File: src/rtl/rr_sel_arbiter_8ch.sv
// Round-robin arbiter driving the select of a downstream 8:1 channel mux.
// Registered sel/grant/valid held stable until accepted; priority rotates.
module rr_sel_arbiter_8ch #(
  parameter logic [2:0] PARK_SEL = 3'd0,
  parameter logic [2:0] INIT_PTR = 3'd0
) (
  input  logic       clk,
  input  logic       rst,
  input  logic [7:0] req,
  output logic [2:0] sel,
  output logic       out_valid,
  input  logic       out_ready,
  output logic [7:0] grant,
  output logic [7:0] ack,
  output logic       accept
);

  typedef enum logic {
    IDLE  = 1'b0,
    GRANT = 1'b1
  } state_e;

  state_e     state_q, state_d;
  logic [2:0] ptr_q, ptr_d;
  logic [2:0] sel_q, sel_d;
  logic [7:0] grant_q, grant_d;
  logic       valid_q, valid_d;

  logic [2:0] base;
  logic [7:0] mreq;
  logic       found;
  logic [2:0] win;

  // First requester at or after base, wrapping through 7 -> 0.
  function automatic logic [3:0] pick(
    input logic [7:0] r,
    input logic [2:0] b
  );
    logic [3:0] res;
    logic [2:0] idx;
    res = 4'b0;
    for (int i = 7; i >= 0; i--) begin
      idx = b + 3'(i);
      if (r[idx]) res = {1'b1, idx};
    end
    return res;
  endfunction

  assign accept = valid_q & out_ready;
  assign ack    = grant_q & {8{accept}};
  assign sel       = sel_q;
  assign out_valid = valid_q;
  assign grant     = grant_q;

  always_comb begin
    base = ptr_q;
    mreq = req;
    if (state_q == GRANT) begin
      base = sel_q + 3'd1;
      mreq = req & ~grant_q;
    end
    {found, win} = pick(mreq, base);
  end

  always_comb begin
    state_d = state_q;
    ptr_d   = ptr_q;
    sel_d   = sel_q;
    grant_d = grant_q;
    valid_d = valid_q;
    unique case (state_q)
      IDLE: begin
        if (found) begin
          state_d = GRANT;
          sel_d   = win;
          grant_d = 8'(1) << win;
          valid_d = 1'b1;
        end else begin
          sel_d   = PARK_SEL;
          grant_d = 8'h00;
          valid_d = 1'b0;
        end
      end
      GRANT: begin
        if (accept) begin
          ptr_d = sel_q + 3'd1;
          if (found) begin
            sel_d   = win;
            grant_d = 8'(1) << win;
            valid_d = 1'b1;
          end else begin
            state_d = IDLE;
            sel_d   = PARK_SEL;
            grant_d = 8'h00;
            valid_d = 1'b0;
          end
        end
      end
      default: state_d = IDLE;
    endcase
  end

  always_ff @(posedge clk or posedge rst) begin
    if (rst) begin
      state_q <= IDLE;
      ptr_q   <= INIT_PTR;
      sel_q   <= PARK_SEL;
      grant_q <= 8'h00;
      valid_q <= 1'b0;
    end else begin
      state_q <= state_d;
      ptr_q   <= ptr_d;
      sel_q   <= sel_d;
      grant_q <= grant_d;
      valid_q <= valid_d;
    end
  end

endmodule

File: config.mk
export PLATFORM = sky130hd
export DESIGN_NAME = rr_sel_arbiter_8ch
export DESIGN_NICKNAME = d
export VERILOG_FILES = /design/src/rtl/rr_sel_arbiter_8ch.sv
export SDC_FILE = /design/constraint.sdc
export NUM_CORES = 1
export LEC_CHECK = 0
export CORE_ASPECT_RATIO = 0.75
export CORE_MARGIN = 5
export CORE_UTILIZATION = 53
export CTS_CLUSTER_DIAMETER = 200
export DETAILED_ROUTE_END_ITERATION = 8
export GPL_TIMING_DRIVEN = 0
export MAX_ROUTING_LAYER = met4
export PLACE_DENSITY = 0.76
export SLEW_MARGIN = 20
export SYNTH_ARGS = -nofsm -noshare
export SYNTH_HDL_FRONTEND = slang
export SYNTH_SLANG_ARGS = --single-unit
export TNS_END_PERCENT = 50
File: constraint.sdc
create_clock -name clk -period 4.4 [get_ports clk]
set_input_delay 0.88 -clock clk [delete_from_list [all_inputs] [get_ports clk]]
set_output_delay 0.88 -clock clk [all_outputs]
set_load 0.03 [all_outputs]
==> flow_summary.toml, run 1 <==
[placement]
dp_hpwl_um = 4320
port_buffers = 31
dp_cells = 296
routabilityCongestion = 0.942

[timing]
finalHoldViolCount = 0
min_period_ns = 4.07
period_share_pct = 92.4
rsz0062_at_grt = "no"
setup_viol = 0
clock_skew_ns = 0.00261
max_slew_margin_pct = 55.8
slew_viol_final = 0
timing.fmax_ghz = 0.246
worstMarginPinSlew_ns = 0.664

[die]
initial_core_util_pct = 55.2
die_h_um = 60.7
rows = 18
pin_count = 32
die-area_sq_um = 4710
die_w_um = 77.6
core_region_area_sq_um = 3290

[cells_and_area]
antenna_cells = 0
areaGrowthSynthToFinish_pct = 22.9
final_net_count = 274
final_core_utilization_pct = 67.8
stdcell_count = 299
drive_gt1_share_pct = 12.0

[logic_synthesis]
syn_nets = 239
synth-seq-cells = 16
yosysTopAreaCellShare_pct = 22.1
syn_area_sq_um = 1820
syn_avg_cell_area_sq_um = 8.07
yosysTopAreaCell = "dfrtp_1"
ys_seq_area_share_pct = 22.1
synth_cells = 225
yosys_warnings = 0
synth_cell_types = 49
netlist_top_cells_area = "dfrtp_1, nand2_1, mux2i_1"

[clocking]
cts_tree = "done"
cts_buffers = 3
clkSinkCount = 16
cts-root-buf = "clkbuf_8"
h-tree-depth = 1
postCtsHoldBufs = 0
cts_buffer_depth = 2
path_clk_slew_ns = 0.06
insertion_delay_ns = 0.25

[worst_setup_path]
r2r_slack_ns = 0.33
cpPeakStageDelay_ns = 0.63
reg2reg_from = "sel[0]"
cp_cell_sequence = "ha_1 -> mux2_4 -> buf_6 -> inv_2 -> buf_2 -> ha_1 -> mux4_2 -> mux2i_1 -> a41oi_1 -> a2111o_1 -> nand4_1 -> o221ai_2 -> a32o_1"
r2r-end = "grant[4]"
worstPathArrival_ns = 4.21
endpoint_kind = "flop"
rr_worst_depth = 13
cpMostUsedCell = "ha_1"
path_max_fanout = 10
worstSetupStartpointType = "flop"
critPathSlowestCell = "mux4_2"
critPathLaunch = "sel[0]"
critPathKind = "flop to flop"
required_ns = 4.54

[run_status]
status = "completed"

[global_route]
overflow = 0
grt_pass1_vias = 1839
grt_pass1_wl_um = 9240
grt_start_max_net_pins = 17
grt.busiest_layer = "met1"
grt_use_total_pct = 25.5
grt_util_met3_pct = 6.68
use_met1_pct = 37.5
gr-usage-met2_pct = 35.4
antenna_found_initial = 0

[routing]
drc = 0
firstDrtPassIters = 5
dr.first_iter.drc_count = 229
post_drt_wl_per_cell_um = 18.2
viasPerCell = 6.61
antenna_left = 0
postRouteWirelength_um = 5440
routed-via-count = 1977

[worst_hold_path]
holdPathEnd = "ptr_q[0]"
hold_path_depth = 2
hold_class = "flop to flop"
min-delay-start = "ptr_q[0]"

[run]
cap_violations = 0
worst max-delay path, delay by kind of cell, from the launching register on:
kind            cells  cell delay [ns]
buf+inv             3             0.46
fa+ha+maj           2             0.71
compound gates      4             0.97
flops               1             0.43
simple gates        1             0.13
mux                 3             1.25
repair_timing:
action / 4_1_cts / 5_1_grt
cloned: 0 / 0
resized for setup: 1 / 1
setup buffers: 0 / 0
endpoints found under the setup margin: 4 / 7
stage by stage:
stage	setup slack [ns]	hold WS, ns	cell area (sq um)	TNS (ns)
after global routing	0.104	0.562	2230	0
after global placement	0.0108	0.492	2180	0
final	0.334	0.506	2230	0
after CTS	0.159	0.516	2230	0
after detailed placement	-0.0128	0.502	2180	-0.0393
after floorplan	0.552	0.465	1820	0
layout make-up:
| cell class | instances | area [sq um] |
|---|---|---|
| Inverter | 7 | 26.3 |
| Sequential cell | 16 | 400 |
| Fill cell | 283 | 1060 |
| Timing Repair Buffer | 31 | 310 |
| Clock buffer | 4 | 55.1 |
| Buffer | 10 | 52.6 |
| Tap cell | 40 | 50.0 |
| Multi-Input combinational cell | 191 | 1340 |
layout by cell type, fill, tap and decap left out, drive strengths merged, types with 2 or more instances in the layout:
cell type and count:
o221ai 2, ha 3, a32oi 2, clkdlybuf4s50 31
a221oi 2, a31oi 2, inv 6, mux2i 13
a21oi 9, o21ai 14, and3 9, mux4 5
dfrtp 16, o31ai 7, xnor2 5, mux2 7
clkbuf 7, nor2b 2, buf 7, nand2 36
a211oi 5, and2 4, nor2 18, nand3 11
a32o 4, a21boi 10, a21o 3, a211o 3
per-layer routing:
layer / share of wire, % / vias to the layer above
met3: 9.5 / 12
li1: - / 923
met4: 0.86 / 0
met2: 40 / 106
met1: 50 / 936
met5: 0 / -
registers in the layout, indices dropped and copies added (netlist names):
name       count
sel            3
grant          8
out_valid      1
ptr_q          3
state_q        1
cells by family after synthesis:
kind of cell | Yosys count | share of synthesized area, %
simple gates | 85 | 21.2
compound gates | 73 | 29.6
mux | 25 | 18.1
buf+inv | 18 | 4.55
flops | 16 | 22.1
xor+xnor | 5 | 2.41
fa+ha+maj | 3 | 2.07
synthesized netlist by cell type (all sizes together):
library cell	count
a2111o	1
a211o	3
a211oi	5
a21boi	10
a21o	3
a21oi	9
a221o	1
a221oi	2
a22o	1
a22oi	1
a2bb2oi	1
a311oi	1
a31oi	2
a32o	4
a32oi	2
a41oi	1
and2	4
and3	9
buf	7
clkbuf	4
clkinv	1
dfrtp	16
ha	3
inv	6
mux2	7
mux2i	13
mux4	5
nand2	36
nand2b	1
nand3	11
nand4	1
nand4b	1
nor2	18
nor2b	2
nor3	1
o21ai	14
o21ba	1
o221a	1
o221ai	2
o22ai	1
o31ai	7
or2	1
xnor2	5
how the worst max path moves through the flow:
stage	to	slack (ns)	cells past startpoint
2_1_floorplan	grant[4]	0.55	14
3_3_place_gp	grant[4]	0.01	14
3_5_place_dp	grant[7]	-0.01	14
4_1_cts	grant[7]	0.16	14
5_1_grt	grant[4]	0.10	13
6_report	grant[4]	0.33	13
Power of run 1 is left out: the tool's default activity adds up to more than one toggle a clock period on the data nets, which glitch-free logic cannot reach.
==> run 2, diff against run 1 <==
==> constraint.sdc (replaced) <==
create_clock -name clk -period 4.4 [get_ports clk]
set_input_delay 0.88 -clock clk [delete_from_list [all_inputs] [get_ports clk]]
set_output_delay 0.88 -clock clk [all_outputs]
set_load 0.1 [all_outputs]
==> results of run 2 <==
Same layout as run 1 (identical final DEF). Status: completed.
Power of run 2 is left out for the same reason.
==> run 3, diff against run 2 <==
--- a/config.mk
+++ b/config.mk
@@ -11,8 +11,8 @@
 export CTS_CLUSTER_DIAMETER = 200
 export DETAILED_ROUTE_END_ITERATION = 8
 export GPL_TIMING_DRIVEN = 0
-export MAX_ROUTING_LAYER = met4
 export PLACE_DENSITY = 0.76
+export RECOVER_POWER = 100
 export SLEW_MARGIN = 20
 export SYNTH_ARGS = -nofsm -noshare
 export SYNTH_HDL_FRONTEND = slang
==> flow_summary.toml, run 3 (synthesis results as in run 1) <==
[routing]
antenna_left = 0
viasPerCell = 6.40
drc = 0
post_drt_wl_per_cell_um = 17.4
routed-via-count = 1919
firstDrtPassIters = 7
postRouteWirelength_um = 5210
dr.first_iter.drc_count = 229

[global_route]
grt_start_max_net_pins = 17
grt_use_total_pct = 24.0
grt_pass1_wl_um = 8910
grt_pass1_vias = 1799
overflow = 0
antenna_found_initial = 0

[cells_and_area]
largest_reg_flops = 8
final_core_utilization_pct = 68.0
final_net_count = 275
drive_gt1_share_pct = 11.5
antenna_cells = 0
final_cell_mix = "nand2_1, dlygate4sd3_1, nor2_1"
areaGrowthSynthToFinish_pct = 23.1
final_common_cell = "nand2_1"

[clocking]
cts_tree = "done"
cts_buffers = 3
cts_setup_buffers = 0
h-tree-depth = 1
insertion_delay_ns = 0.25
clkSinkCount = 16
cts_buffer_depth = 2
cts-root-buf = "clkbuf_8"
postCtsHoldBufs = 0
path_clk_slew_ns = 0.06

[timing]
finalSetupTns_ns = 0
min_period_ns = 4.18
timing.fmax_ghz = 0.239
max_slew_margin_pct = 33.8
setup_viol = 0
period_share_pct = 95.0
worstMarginPinSlew_ns = 0.990
slew_viol_final = 0
rsz0062_at_grt = "no"
finalHoldViolCount = 0
clock_skew_ns = 0.00361

[worst_setup_path]
cp_cell_sequence = "ha_1 -> mux2_4 -> buf_6 -> inv_2 -> buf_2 -> ha_1 -> clkbuf_1 -> mux4_2 -> mux2i_1 -> a41oi_1 -> a2111o_1 -> nand4_1 -> o221ai_2 -> a32o_1"
cpPeakStageDelay_ns = 0.64
required_ns = 4.54
worstPathArrival_ns = 4.32
endpoint_kind = "flop"
worstSetupStartpointType = "flop"
reg2reg_from = "sel[0]"
path_buf_inv = 4
cpMostUsedCell = "ha_1"
r2r_slack_ns = 0.22
critPathKind = "flop to flop"
critPathSlowestCell = "mux4_2"
rr_worst_depth = 14
crit_family = "multiplexers"
r2r-end = "grant[4]"
path_max_fanout = 10

[placement]
dp_hpwl_um = 4230
routabilityCongestion = 1.02
port_buffers = 31

[die]
die_w_um = 77.6
pin_count = 32
die-area_sq_um = 4710
rows = 18
initial_core_util_pct = 55.2
die_h_um = 60.7
core_region_area_sq_um = 3290

[worst_hold_path]
hold_class = "flop to flop"
min-delay-start = "ptr_q[0]"
hold_path_depth = 2
holdPathEnd = "ptr_q[0]"

[run_status]
status = "completed"

[run]
cap_violations = 0
-- run 3: changes by cell type in the layout (fill, tap and decap cells not counted) --
| cell | change |
|---|---|
| and2_0 | +1 |
| and2_1 | -1 |
| clkbuf_1 | +1 |
| clkdlybuf4s50_1 | -23 |
| dlygate4sd3_1 | +23 |
| inv_1 | +1 |
| inv_2 | -1 |
-- run 3: stage by stage --
| step | worst slack (ns) | std cells | instance area [sq um] | hold WS (ns) |
|---|---|---|---|---|
| 6_report | 0.220 | 300 | 2230 | 0.522 |
| 5_1_grt | 0.00973 | 300 | 2230 | 0.557 |
| 3_3_place_gp | 0.0648 | 296 | 2180 | 0.488 |
| 4_1_cts | 0.0341 | 300 | 2230 | 0.527 |
| 3_5_place_dp | 0.0692 | 296 | 2180 | 0.500 |
| 2_1_floorplan | 0.0802 | 225 | 1820 | 0.465 |
-- run 3: worst reg2reg max path: cells and delay by family (launching register included) --
| kind | cells | cell delay, ns |
|---|---|---|
| AO/OA/AOI/OAI | 4 | 0.98 |
| flip-flops | 1 | 0.43 |
| buffers and inverters | 4 | 0.78 |
| adder cells (fa/ha/maj) | 2 | 0.51 |
| AND/OR/NAND/NOR | 1 | 0.13 |
| multiplexers | 3 | 1.25 |
-- run 3: routing by layer --
| metal | global-route usage (%) | up-vias | wire, um | share of wire (%) |
|---|---|---|---|---|
| met1 | 36.7 | 906 | 2580 | 50 |
| met2 | 33.3 | 93 | 2030 | 39 |
| met3 | 8.16 | 2 | 570 | 11 |
| met4 | 2.70 | 0 | 16 | 0.31 |
| li1 | - | 918 | - | - |
| met5 | 0 | - | 0 | 0 |
-- run 3: how the worst max path moves through the flow --
stage,start,end,depth (start not counted)
detailed placement,sel[0],grant[7],14
global placement,sel[0],grant[4],14
global route,sel[0],grant[4],14
floorplan,sel[0],grant[5],14
finish,sel[0],grant[4],14
CTS,sel[0],grant[4],14
-- run 3: area by class of cell --
cell class,instances,area (sq um)
inverters,7,26.3
flip-flops and latches,16,400
multi-input cells,191,1340
clock buffers,4,55.1
well taps,40,50.0
plain buffers,11,56.3
fillers,290,1050
repair buffers,31,310
-- run 3: timing repair --
action,CTS,global route
hold endpoints to repair,0,0
resized for setup,0,2
endpoints found under the setup margin,0,5
Power of run 3 is left out for the same reason.
